**config.mk**
```make
export PLATFORM = sky130hd
export DESIGN_NAME = rs_enc_lfsr
export DESIGN_NICKNAME = d
export VERILOG_FILES = /design/src/rtl/rs_pkg.sv /design/src/rtl/gf_mul_const.sv /design/src/rtl/rs_enc_lfsr.sv
export SDC_FILE = /design/constraint.sdc
export NUM_CORES = 1
export LEC_CHECK = 0
export ABC_CLOCK_PERIOD_IN_PS = 2800
export CORE_ASPECT_RATIO = 1.2
export CORE_UTILIZATION = 40
export CTS_CLUSTER_SIZE = 8
export DETAILED_ROUTE_END_ITERATION = 7
export PLACE_DENSITY_LB_ADDON = 0.3
export SLEW_MARGIN = 40
export SYNTH_ARGS = -nofsm -noshare
export SYNTH_HDL_FRONTEND = slang
export SYNTH_HIERARCHICAL = 1
export SYNTH_SLANG_ARGS = --single-unit
```
**constraint.sdc**
```tcl
create_clock -name i_clk -period 2.8 [get_ports i_clk]
set_input_delay 0.28 -clock i_clk [delete_from_list [all_inputs] [get_ports i_clk]]
set_output_delay 0.28 -clock i_clk [all_outputs]
set_load 0.01 [all_outputs]
```
**src/rtl/rs_pkg.sv**
```systemverilog
// rs_pkg: shared Reed-Solomon constants for the CIRC encoder and decoder.
//   RS_POLY   field polynomial x^8+x^4+x^3+x^2+1 over GF(2^8), alpha = 0x02
//   RS_NPAR   number of parity symbols per codeword
//   RS_G3..0  coefficients of g(x) = (x+1)(x+a)(x+a^2)(x+a^3), monic term implied
//   rs_state_e  encoder sequencing states
//   gf_mul    general GF(2^8) multiply; folds to an XOR network when one
//             operand is a constant
package rs_pkg;

   localparam logic [8:0] RS_POLY = 9'h11D;
   localparam int         RS_NPAR = 4;

   localparam logic [7:0] RS_G3 = 8'h0F;
   localparam logic [7:0] RS_G2 = 8'h36;
   localparam logic [7:0] RS_G1 = 8'h78;
   localparam logic [7:0] RS_G0 = 8'h40;

   typedef enum logic [1:0] {
      IDLE   = 2'd0,
      DATA   = 2'd1,
      PARITY = 2'd2
   } rs_state_e;

   function automatic logic [7:0] gf_mul(input logic [7:0] a, input logic [7:0] b);
      logic [7:0] p;
      logic [7:0] x;
      p = 8'h00;
      x = a;
      for (int i = 0; i < 8; i++) begin
         if (b[i]) p = p ^ x;
         // multiply x by alpha, reducing modulo the field polynomial
         x = {x[6:0], 1'b0} ^ (x[7] ? RS_POLY[7:0] : 8'h00);
      end
      return p;
   endfunction

endpackage

```
**src/rtl/gf_mul_const.sv**
```systemverilog
// gf_mul_const: combinational multiply of a GF(2^8) symbol by constant C.
//   a_i  in   8  symbol
//   y_o  out  8  a_i * C in GF(2^8)
module gf_mul_const
   import rs_pkg::*;
#(
   parameter logic [7:0] C = 8'h01
) (
   input  logic [7:0] a_i,
   output logic [7:0] y_o
);

   assign y_o = gf_mul(a_i, C);

endmodule

```
**src/rtl/rs_enc_lfsr.sv**
```systemverilog
// rs_enc_lfsr: byte-serial systematic RS encoder, 4 parity symbols per codeword.
// Message bytes pass through with one cycle of latency, then p3,p2,p1,p0 follow.
//   i_clk       in   1  clock, rising edge
//   i_resb      in   1  asynchronous active-low reset
//   i_valid     in   1  input byte valid
//   i_first     in   1  first byte of a message (qualified by i_valid)
//   i_data      in   8  message byte
//   o_in_ready  out  1  encoder accepts a byte this cycle (low while emitting parity)
//   o_valid     out  1  output byte valid
//   o_first     out  1  first byte of the output codeword
//   o_last      out  1  last parity byte (p0)
//   o_data      out  8  codeword byte
module rs_enc_lfsr
   import rs_pkg::*;
#(
   parameter int K = 28
) (
   input  logic       i_clk,
   input  logic       i_resb,
   input  logic       i_valid,
   input  logic       i_first,
   input  logic [7:0] i_data,
   output logic       o_in_ready,
   output logic       o_valid,
   output logic       o_first,
   output logic       o_last,
   output logic [7:0] o_data
);

   localparam int CW = $clog2(K + 1);
   localparam logic [3:0][7:0] GEN = {RS_G3, RS_G2, RS_G1, RS_G0};

   rs_state_e       state_q, state_d;
   logic [CW-1:0]   cnt_q, cnt_d, cnt_nxt;
   logic [1:0]      pcnt_q, pcnt_d;
   logic [3:0][7:0] r_q, r_d, r_base, fb_mul;
   logic [7:0]      fb;
   logic            accept, restart;
   logic            valid_q, valid_d, first_q, first_d, last_q, last_d;
   logic [7:0]      data_q, data_d;

   assign o_in_ready = (state_q != PARITY);
   assign accept     = i_valid & o_in_ready;

   // A first-flagged byte (or any byte leaving IDLE) starts from an empty
   // remainder, which is also how an in-flight message is abandoned.
   assign restart = i_first | (state_q == IDLE);
   assign r_base  = restart ? '0 : r_q;
   assign fb      = i_data ^ r_base[3];
   assign cnt_nxt = restart ? CW'(1) : cnt_q + CW'(1);

   for (genvar g = 0; g < 4; g++) begin : g_mul
      gf_mul_const #(.C(GEN[g])) u_mul (
         .a_i (fb),
         .y_o (fb_mul[g])
      );
   end

   always_comb begin
      state_d = state_q;
      cnt_d   = cnt_q;
      pcnt_d  = pcnt_q;
      r_d     = r_q;
      valid_d = 1'b0;
      first_d = 1'b0;
      last_d  = 1'b0;
      data_d  = 8'h00;
      unique case (state_q)
         IDLE, DATA: begin
            // in IDLE a byte without i_first is consumed and discarded
            if (accept && (state_q == DATA || i_first)) begin
               r_d     = {r_base[2] ^ fb_mul[3], r_base[1] ^ fb_mul[2],
                          r_base[0] ^ fb_mul[1], fb_mul[0]};
               cnt_d   = cnt_nxt;
               valid_d = 1'b1;
               first_d = i_first;
               data_d  = i_data;
               if (cnt_nxt == CW'(K)) begin
                  state_d = PARITY;
                  pcnt_d  = 2'd0;
               end else begin
                  state_d = DATA;
               end
            end
         end
         PARITY: begin
            valid_d = 1'b1;
            data_d  = r_q[3];
            r_d     = {r_q[2:0], 8'h00};
            pcnt_d  = pcnt_q + 2'd1;
            if (pcnt_q == 2'(RS_NPAR - 1)) begin
               last_d  = 1'b1;
               state_d = IDLE;
               cnt_d   = '0;
            end
         end
         default: state_d = IDLE;
      endcase
   end

   always_ff @(posedge i_clk or negedge i_resb) begin
      if (!i_resb) begin
         state_q <= IDLE;
         cnt_q   <= '0;
         pcnt_q  <= 2'd0;
         r_q     <= '0;
         valid_q <= 1'b0;
         first_q <= 1'b0;
         last_q  <= 1'b0;
         data_q  <= 8'h00;
      end else begin
         state_q <= state_d;
         cnt_q   <= cnt_d;
         pcnt_q  <= pcnt_d;
         r_q     <= r_d;
         valid_q <= valid_d;
         first_q <= first_d;
         last_q  <= last_d;
         data_q  <= data_d;
      end
   end

   assign o_valid = valid_q;
   assign o_first = first_q;
   assign o_last  = last_q;
   assign o_data  = data_q;

endmodule

```
==> flow_results.org, run 1 <==
** Floorplan
- Total die area :: about 9000 um2
- Number of top-level pins :: 24
- Standard cell core area :: just over 8000 um2
- Number of cell rows :: 36
- Starting density of the core :: a little over two fifths
- Overall die height :: between 100 and 150 um
- The die is about 87 um wide.

** Pwr
- Worst IR drop on VDD :: a little under 0.4 mV
- Total power consumption of the routed design :: 4460 uW
- Dividing total power by cell area gives a power density of between 1000 and 1500 nW/um2.
- Summed over all cells, the static leakage comes to between 0.0015 and 0.002 uW.

** Clock tree
- Post-CTS timing repair inserted 0 buffers for setup.
- H-Tree Level Count :: 2
- TritonCTS Sinks :: 52
- The number of clock buffers added by TritonCTS is 5.
- Clock-pin slew was measured on the worst setup and hold paths at roughly 0.090 ns.
- In this run, post-CTS hold repair placed 0 buffers.
- Cts repair resizes :: 0
- Maximum buffer depth of the clock tree :: 2
- Clock tree from TritonCTS :: built
- For the worst-skew pair, the clock arrives at the later sink with an insertion delay of 0.32 ns.
- The root buffer cell chosen for the clock tree is clkbuf_8.

** Setup path
- Worst r2r src :: state_q[1]$_DFFE_PN0P_
- Logic depth of the worst register-to-register path :: 11
- Traced cell by cell, the critical path runs through nor2_1, nor2_2, buf_4, nand2_1, xnor2_1, buf_4, xor2_2, xnor3_2, xnor2_1, o32ai_1, a21oi_1.
- Worst setup path startpoint :: state_q[1]$_DFFE_PN0P_
- Largest fanout on the critical path :: 8
- The number of buffers and inverters on the critical path is 2.
- The kind of cell with the highest combined delay along the critical path is XOR/XNOR gates.
- Critical path launch point type :: register
- Worst path slowest cell :: dfrtp_1
- At the worst endpoint, the required time is between 2 and 3 ns.
- Delay contributed by the slowest stage of the critical path :: 0.45 ns
- The worst setup path is captured at a register.
- Across all register-to-register paths, the minimum setup slack is between 0.2 and 0.3 ns.
- The worst register-to-register path ends at r_q[8]$_DFFE_PN0P_.
- Data arrival, critical path :: approximately 2.7 ns
- In this run the number of cells on the critical path is 11.
- The setup path with the least slack is of type reg -> reg.
- The most critical setup path has its endpoint at r_q[8]$_DFFE_PN0P_.

** Outcome
- Violations in the final reports :: negative hold slack
- Result of the run :: finished with violations

** Place
- The wire-length estimate of the detail-placed layout is ~5600 um.
- RD Place Congestion :: 0.813
- Port buffering added 23 buffers.
- At the placement stage, the worst setup path has a slack of about 0.1 ns.
- Cell area after placement :: ~3900 um2

** Timing
- The tightest hold path in the finished design has a slack of -0.00235 ns.
- Across all setup checks in the final design, the least slack found is 0.278 ns.
- Total negative setup slack :: 0 ns
- The number of slew-limit violations in the final report is 0.
- Final min period :: about 2.5 ns
- Endpoints failing setup :: 0
- Across the routed clock network, the largest skew measured is approximately 0.0089 ns.
- At the pin with the least slew margin, the transition time is 0.711 ns.
- For this run, the top clock speed supported by timing is 396 MHz.
- Slew headroom :: a little over half
- Setup repair after global routing left no endpoint under its margin.
- Part of the cycle the worst path needs :: between 90% and 100%
- Number of hold-slack violations in the final timing report :: 4

** Flow run
- The tool flagged a number of max-cap violations equal to 0.

** Yosys
- Dominant synthesized flop cell :: dfrtp_1
- Number of synthesized register bits :: 52
- For this run, asynchronously set or reset flops after synthesis account for 100%.
- The synthesized design contains 0 enable-type register cells.
- After synthesis, the largest area contributor takes up a little under two fifths of total cell area.
- Most used standard cell by instance count after synthesis :: a21oi_1
- Mean cell area of the mapped netlist :: approximately 9.2 um2
- Counting every instance in the synthesized netlist gives ~380.
- The synthesized netlist contains 36 unique library cells.
- Post-synthesis sequential area ratio :: between 30% and 40%
- Count of yosys warnings during synthesis :: 6
- Top cell types by occurrence after synthesis :: 57 x a21oi_1, 56 x nand2_1, 52 x dfrtp_1, 46 x xnor2_1, 25 x inv_1
- Cell type with the highest aggregate area in the netlist :: dfrtp_1
- Synth top area cells :: dfrtp_1 38%, xnor2_1 12%, a21oi_1 8.3%
- Cell area after technology mapping :: between 3000 and 4000 um2
- The number of nets in the synthesized netlist is 389.

** Global route
- The first global-routing pass estimated around 14000 um of wire.
- The initial antenna violation count is 0.
- Vias in the first global route :: 2887
- Global-route usage over all layers :: 20.4%
- Entering global routing, the biggest net connects 53 pins.
- GR Overflow Total :: 0

** Routing
- Antenna Nets Post-Route :: 0
- Detailed router's first-iteration violation count :: 151
- DR vias :: roughly 2800
- Number of remaining DRC errors :: 0
- The pre-antenna-repair detailed-routing pass consisted of 4 iterations.
- For this block, the routed nets add up to 8500 um of wire.
- Dividing the detail-routed via count by the number of cells gives 5.45.
- Wirelength per Cell :: 16.4 um

** Final layout
- Relative area change from synthesis to final layout :: 15.8%
- Fraction of final layout cells sized beyond drive strength 1 :: 11.1%
- Multi-input gate area :: between 1500 and 2000 um2
- Final net count :: ~420
- The layout has about 750 filler cells.
- Final Core Density :: 48.5%
- The sequential cells in the finished layout cover a total of 1300 um2.
- Final cell area excluding filler cells :: 4000 um2
- The repair_antennas step left the layout with diodes totalling 0.

** Worst hold path
- In this run the worst hold path is classified as in -> async.
## registers in the layout (all words and copies together), names as in the netlist
name     count
r_q         32
o_data       8
cnt_q        5
pcnt_q       2
state_q      2
o_first      1
o_last       1
o_valid      1
## worst reg2reg max path, delay by kind of cell, from the launching register on
kind / cells / cell delay [ns]
flip-flops: 1 / 0.45
AO/OA/AOI/OAI: 2 / 0.39
buffers and inverters: 2 / 0.35
AND/OR/NAND/NOR: 3 / 0.28
XOR/XNOR: 4 / 0.90
## per-layer routing
layer / GRT usage [%] / routed length [um] / up-vias
met3: 3.27 / 242 / 13
met5: 0 / 0 / -
li1: - / - / 1373
met1: 25.0 / 3590 / 1386
met4: 8.33 / 225 / 0
met2: 34.8 / 4440 / 55
## layout by cell type, fill, tap and decap left out, types with 2 or more instances in the layout
cell type / instances
a21oi_1: 57
a22o_1: 9
buf_4: 23
bufinv_16: 2
clkbuf_8: 5
clkdlybuf4s50_1: 22
dfrtp_1: 52
ha_1: 2
inv_1: 25
nand2_1: 56
nand2b_1: 3
nand3_1: 3
nor2_1: 4
nor3_1: 2
o21ai_0: 6
o22ai_1: 24
o32ai_1: 24
xnor2_1: 43
xnor2_2: 4
xnor3_1: 5
xor2_1: 16
xor2_2: 3
## cell type report
cell class | count | area share (%)
repair buffers | 46 | 9.95
flip-flops and latches | 52 | 32.6
well taps | 114 | 3.57
clock inverters | 2 | 1.50
inverters | 26 | 2.44
multi-input cells | 274 | 48.3
clock buffers | 5 | 1.72
## per-stage QoR
| step | instances | hold WS, ns |
|---|---|---|
| floorplan | 375 | -0.0156 |
| global placement | 512 | 0.372 |
| detailed placement | 512 | 0.387 |
| CTS | 519 | 0.0330 |
| global route | 519 | 0.0505 |
| finish | 519 | -0.00235 |
## how the worst min path moves through the flow
stage | cells past startpoint | to | slack, ns | from
after floorplan | 0 | cnt_q[0]$_DFFE_PN0P_ | -0.02 | i_resb
after CTS | 1 | cnt_q[1]$_DFFE_PN0P_ | 0.03 | i_resb
after global placement | 1 | o_valid$_DFF_PN0_ | 0.37 | i_resb
after global routing | 1 | o_valid$_DFF_PN0_ | 0.05 | i_resb
final | 1 | o_valid$_DFF_PN0_ | -0.002 | i_resb
after detailed placement | 1 | o_valid$_DFF_PN0_ | 0.39 | i_resb
## cells by family after synthesis
family                     share of synthesized area (%)
AOI/OAI and AO/OA                                   22.8
xor gates and xnor gates                            21.6
adders and majority gates                          0.725
buffers and inverters                               7.03
DFF                                                 37.7
and+or+nand+nor                                     10.2
## where the power goes
part           total [uW]  leakage [uW]  switching (uW)  internal (uW)
logic                2580       0.00103            1280           1310
clock network         615     0.0000642             263            352
registers            1260      0.000619             257           1010
Note: power is estimated with default switching activity, not from simulation.
==> inputs of run 2 (changes only) <==
CAP_MARGIN = 20   (was not set)
==> results of run 2 <==
Final layout, timing and power as in run 1 (identical DEF).
==> inputs of run 3 (changes only) <==
CORE_UTILIZATION = 50   (was 40)
==> run 3 against run 2 <==
  * Critical path depth down 2
  * The run now ends clean
  * Via count up 0.96%
  * Flip-flop and latch count unchanged
==> flow_results.org, run 3 (synthesized netlist as in run 1, its figures left out) <==
** Place
- The pre-CTS setup slack came to -0.0374 ns (-0.140 ns).
- The placed instance area is 3840 um2 (-0.74%).
- HPWL Detailed :: 5470 um (-3.0%)
- The number of port buffers came to 23 (unchanged).
- The cell total after placement is 484 (-5.5%).
- The final weighted congestion in routability-driven placement was 0.870 (+6.9%).

** Floorplan
- Starting density of the core :: 52.6% (+11 points)
- The chip width is 77.8 um (-10%).
- Number of cell rows :: 32 (-11%)
- The vertical die dimension is 93.0 um (-10%).
- Number of top-level pins :: 24 (unchanged)
- Standard cell core area :: 6570 um2 (-20%)
- The area of the die was 7240 um2 (-20%).

** Global route
- Global-route wire length before repair :: 13700 um (-5.1%)
- Global-route usage over all layers :: 24.1% (+3.8 points)
- Antenna violations before repair :: 0 (unchanged)
- The global route total overflow came to 0 (unchanged).
- The largest net degree at the start of global routing was 53 (unchanged).
- Vias in the first global route :: 2812 (-2.6%)

** Routing
- Detailed router's first-iteration violation count :: 278 (+84%)
- The final wirelength is 8110 um (-4.6%).
- The detailed-router iteration count before antenna repair is 5 (+1).
- The remaining design rule violation count was 0 (unchanged).
- The number of nets still failing antenna checks after routing came to 0 (unchanged).
- DR vias :: 2854 (+0.96%)
- Per-cell via count in the routed design :: 5.79 (+6.3%)
- The routed wirelength normalized by instance count came to 16.4 um (+0.47%).

** Setup path
- The worst setup path is launched from a register.
- The slowest stage of the critical path is the dfrtp_1 cell.
- Largest fanout on the critical path :: 8 (unchanged)
- Delay-heaviest family, CP :: XOR/XNOR gates
- Data required time at the worst endpoint :: 2.98 ns (about the same)
- Total stage count of the critical path :: 9 (-2)
- Cell-by-cell listing of the critical path :: nor2_1, nor2_2, nand2_1, xnor2_2, buf_4, xnor3_1, xnor2_1, o32ai_1, a21oi_1
- The cell count of the worst reg-to-reg path is 9 (-2).
- Data arrival, critical path :: 2.76 ns (+0.06 ns)
- Delay contributed by the slowest stage of the critical path :: 0.44 ns (about the same)
- Endpoint kind of the worst setup timing path :: register
- Category of the most critical setup path :: reg -> reg
- Crit path buffers/inverters :: 1 (-1)

** Timing
- The final worst hold slack was 0.467 ns (+0.470 ns).
- Setup repair after global routing left no endpoint under its margin.
- Slew headroom :: 61.5% (+8.9 points)
- The share of the cycle needed by the critical path after routing was 92.4% (+2.3 points).
- Max-slew violations :: 0 (unchanged)
- Final min period :: 2.59 ns (+0.0653 ns)
- Endpoints failing setup :: 0 (unchanged)
- Total negative setup slack :: 0 ns (unchanged)
- The slack of the critical path is 0.212 ns (-0.0653 ns).
- Fmax :: 386 MHz (-2.5%)
- The setup skew after layout came to 0.0174 ns (+0.00851 ns).
- The slew at the pin with the worst max-slew slack is 0.577 ns (-0.134 ns).
- Number of hold-slack violations in the final timing report :: 0 (-4)

** Clock tree
- Latest clock arrival within the worst-skew pair :: 0.31 ns (about the same)
- Master cell of the clock root buffer :: clkbuf_8
- TritonCTS built the clock tree.
- Maximum buffer depth of the clock tree :: 2 (unchanged)
- TritonCTS Sinks :: 52 (unchanged)
- Cts bufs inserted :: 5 (unchanged)
- The clock input transition at the sequential cells of the worst setup and hold paths came to 0.10 ns (about the same).
- The level count of the clock H-tree came to 2 (unchanged).

** Pwr
- Part of the total power dissipated in combinational logic :: 59.2% (+1.3 points)
- NetSw :: 1810 uW (+0.56%)
- The power share of the sequential group is 28.3% (about the same).
- Proportion of power drawn by the clock network :: 12.5% (-1.3 points)
- Static leakage power :: 0.00173 uW (+0.75%)
- The power per standard cell area is 1110 nW/um2 (-0.43%).
- The worst voltage drop across the vdd grid came to 0.518 mV (+35%).
- Int Pwr :: 2630 uW (-1.4%)
- Switching share of power :: 40.8% (+0.47 points)

** Final layout
- Flip-flop count of the largest register after layout :: 32 (unchanged)
- The ratio of cells with drive above 1 in the final layout is 11.8% (+0.65 points).
- The final cell count without fillers was 493 (-5.0%).
- Leading cell type in the layout, fill and taps excluded :: a21oi_1
- Antenna diode count :: 0 (unchanged)
- From synthesis to final layout, the design area changed by 15.6%.
- The net count reported at finish came to 421 (+0.48%).
- r_q holds more flip-flops than any other register.
- Final cell area excluding filler cells :: 3990 um2 (-0.19%)
- Highest-count cells in the layout ignoring fill and taps :: 57 x a21oi_1, 56 x nand2_1, 52 x dfrtp_1

** Worst hold path
- Kind of path behind the tightest hold check :: in -> async

** Flow run
- Max-cap violations :: 0 (unchanged)

** Outcome
- Result of the run :: finished clean
run 3: cell types whose count changed in the layout (fill, tap and decap cells not counted), sizes merged:
cell / delta
dlygate4sd3: +1
clkinv: +1
bufinv: -1
clkbuf: +1
buf: +1
run 3: layer usage:
metal  up-vias  wire (um)  global-route usage [%]
met5         -          0                       0
met1      1364       3360                    29.1
li1       1384          -                       -
met4         0        165                    8.81
met2        92       4200                    42.9
met3        14        376                    4.20
run 3: power groups by stage:
stage / combinational [uW] / clock, uW / sequential (uW)
3_3_place_gp: 2520 / 0 / 1250
5_1_grt: 2920 / 584 / 1290
4_1_cts: 2600 / 560 / 1250
6_report: 2620 / 553 / 1260
2_1_floorplan: 2060 / 0 / 1200
3_5_place_dp: 2570 / 0 / 1260
run 3: cell type report:
| class | count | area (um2) |
|---|---|---|
| Tap cell | 85 | 106 |
| Sequential cell | 52 | 1300 |
| Clock inverter | 2 | 38.8 |
| Multi-Input combinational cell | 274 | 1950 |
| Clock buffer | 6 | 82.6 |
| Timing Repair Buffer | 48 | 415 |
| Fill cell | 543 | 2580 |
| Inverter | 26 | 97.6 |
run 3: final timing paths:
check                                             from              endpoint  slack [ns]
worst max register to register  state_q[1]$_DFFE_PN0P_   r_q[31]$_DFFE_PN0P_        0.21
worst min register to register    cnt_q[1]$_DFFE_PN0P_  cnt_q[1]$_DFFE_PN0P_        0.52
min in group i_clk                cnt_q[1]$_DFFE_PN0P_  cnt_q[1]$_DFFE_PN0P_        0.52
worst min-delay path                            i_resb   r_q[31]$_DFFE_PN0P_        0.47
max in group asynchronous                       i_resb    r_q[9]$_DFFE_PN0P_        1.51
worst max-delay path            state_q[1]$_DFFE_PN0P_   r_q[31]$_DFFE_PN0P_        0.21
run 3: stage by stage:
stage / power (uW) / utilization, %
after floorplan: 3250 / -
after global placement: 3770 / 58.5
after detailed placement: 3840 / 58.5
after CTS: 4410 / 60.5
after global routing: 4800 / 60.8
final: 4430 / 60.8
run 3: timing repair:
item                                    CTS  global route
hold buffers                              1             0
endpoints found under the hold margin    22             0
endpoints found under the setup margin    0             3
setup buffers                             0             0
resized for setup                         0             2
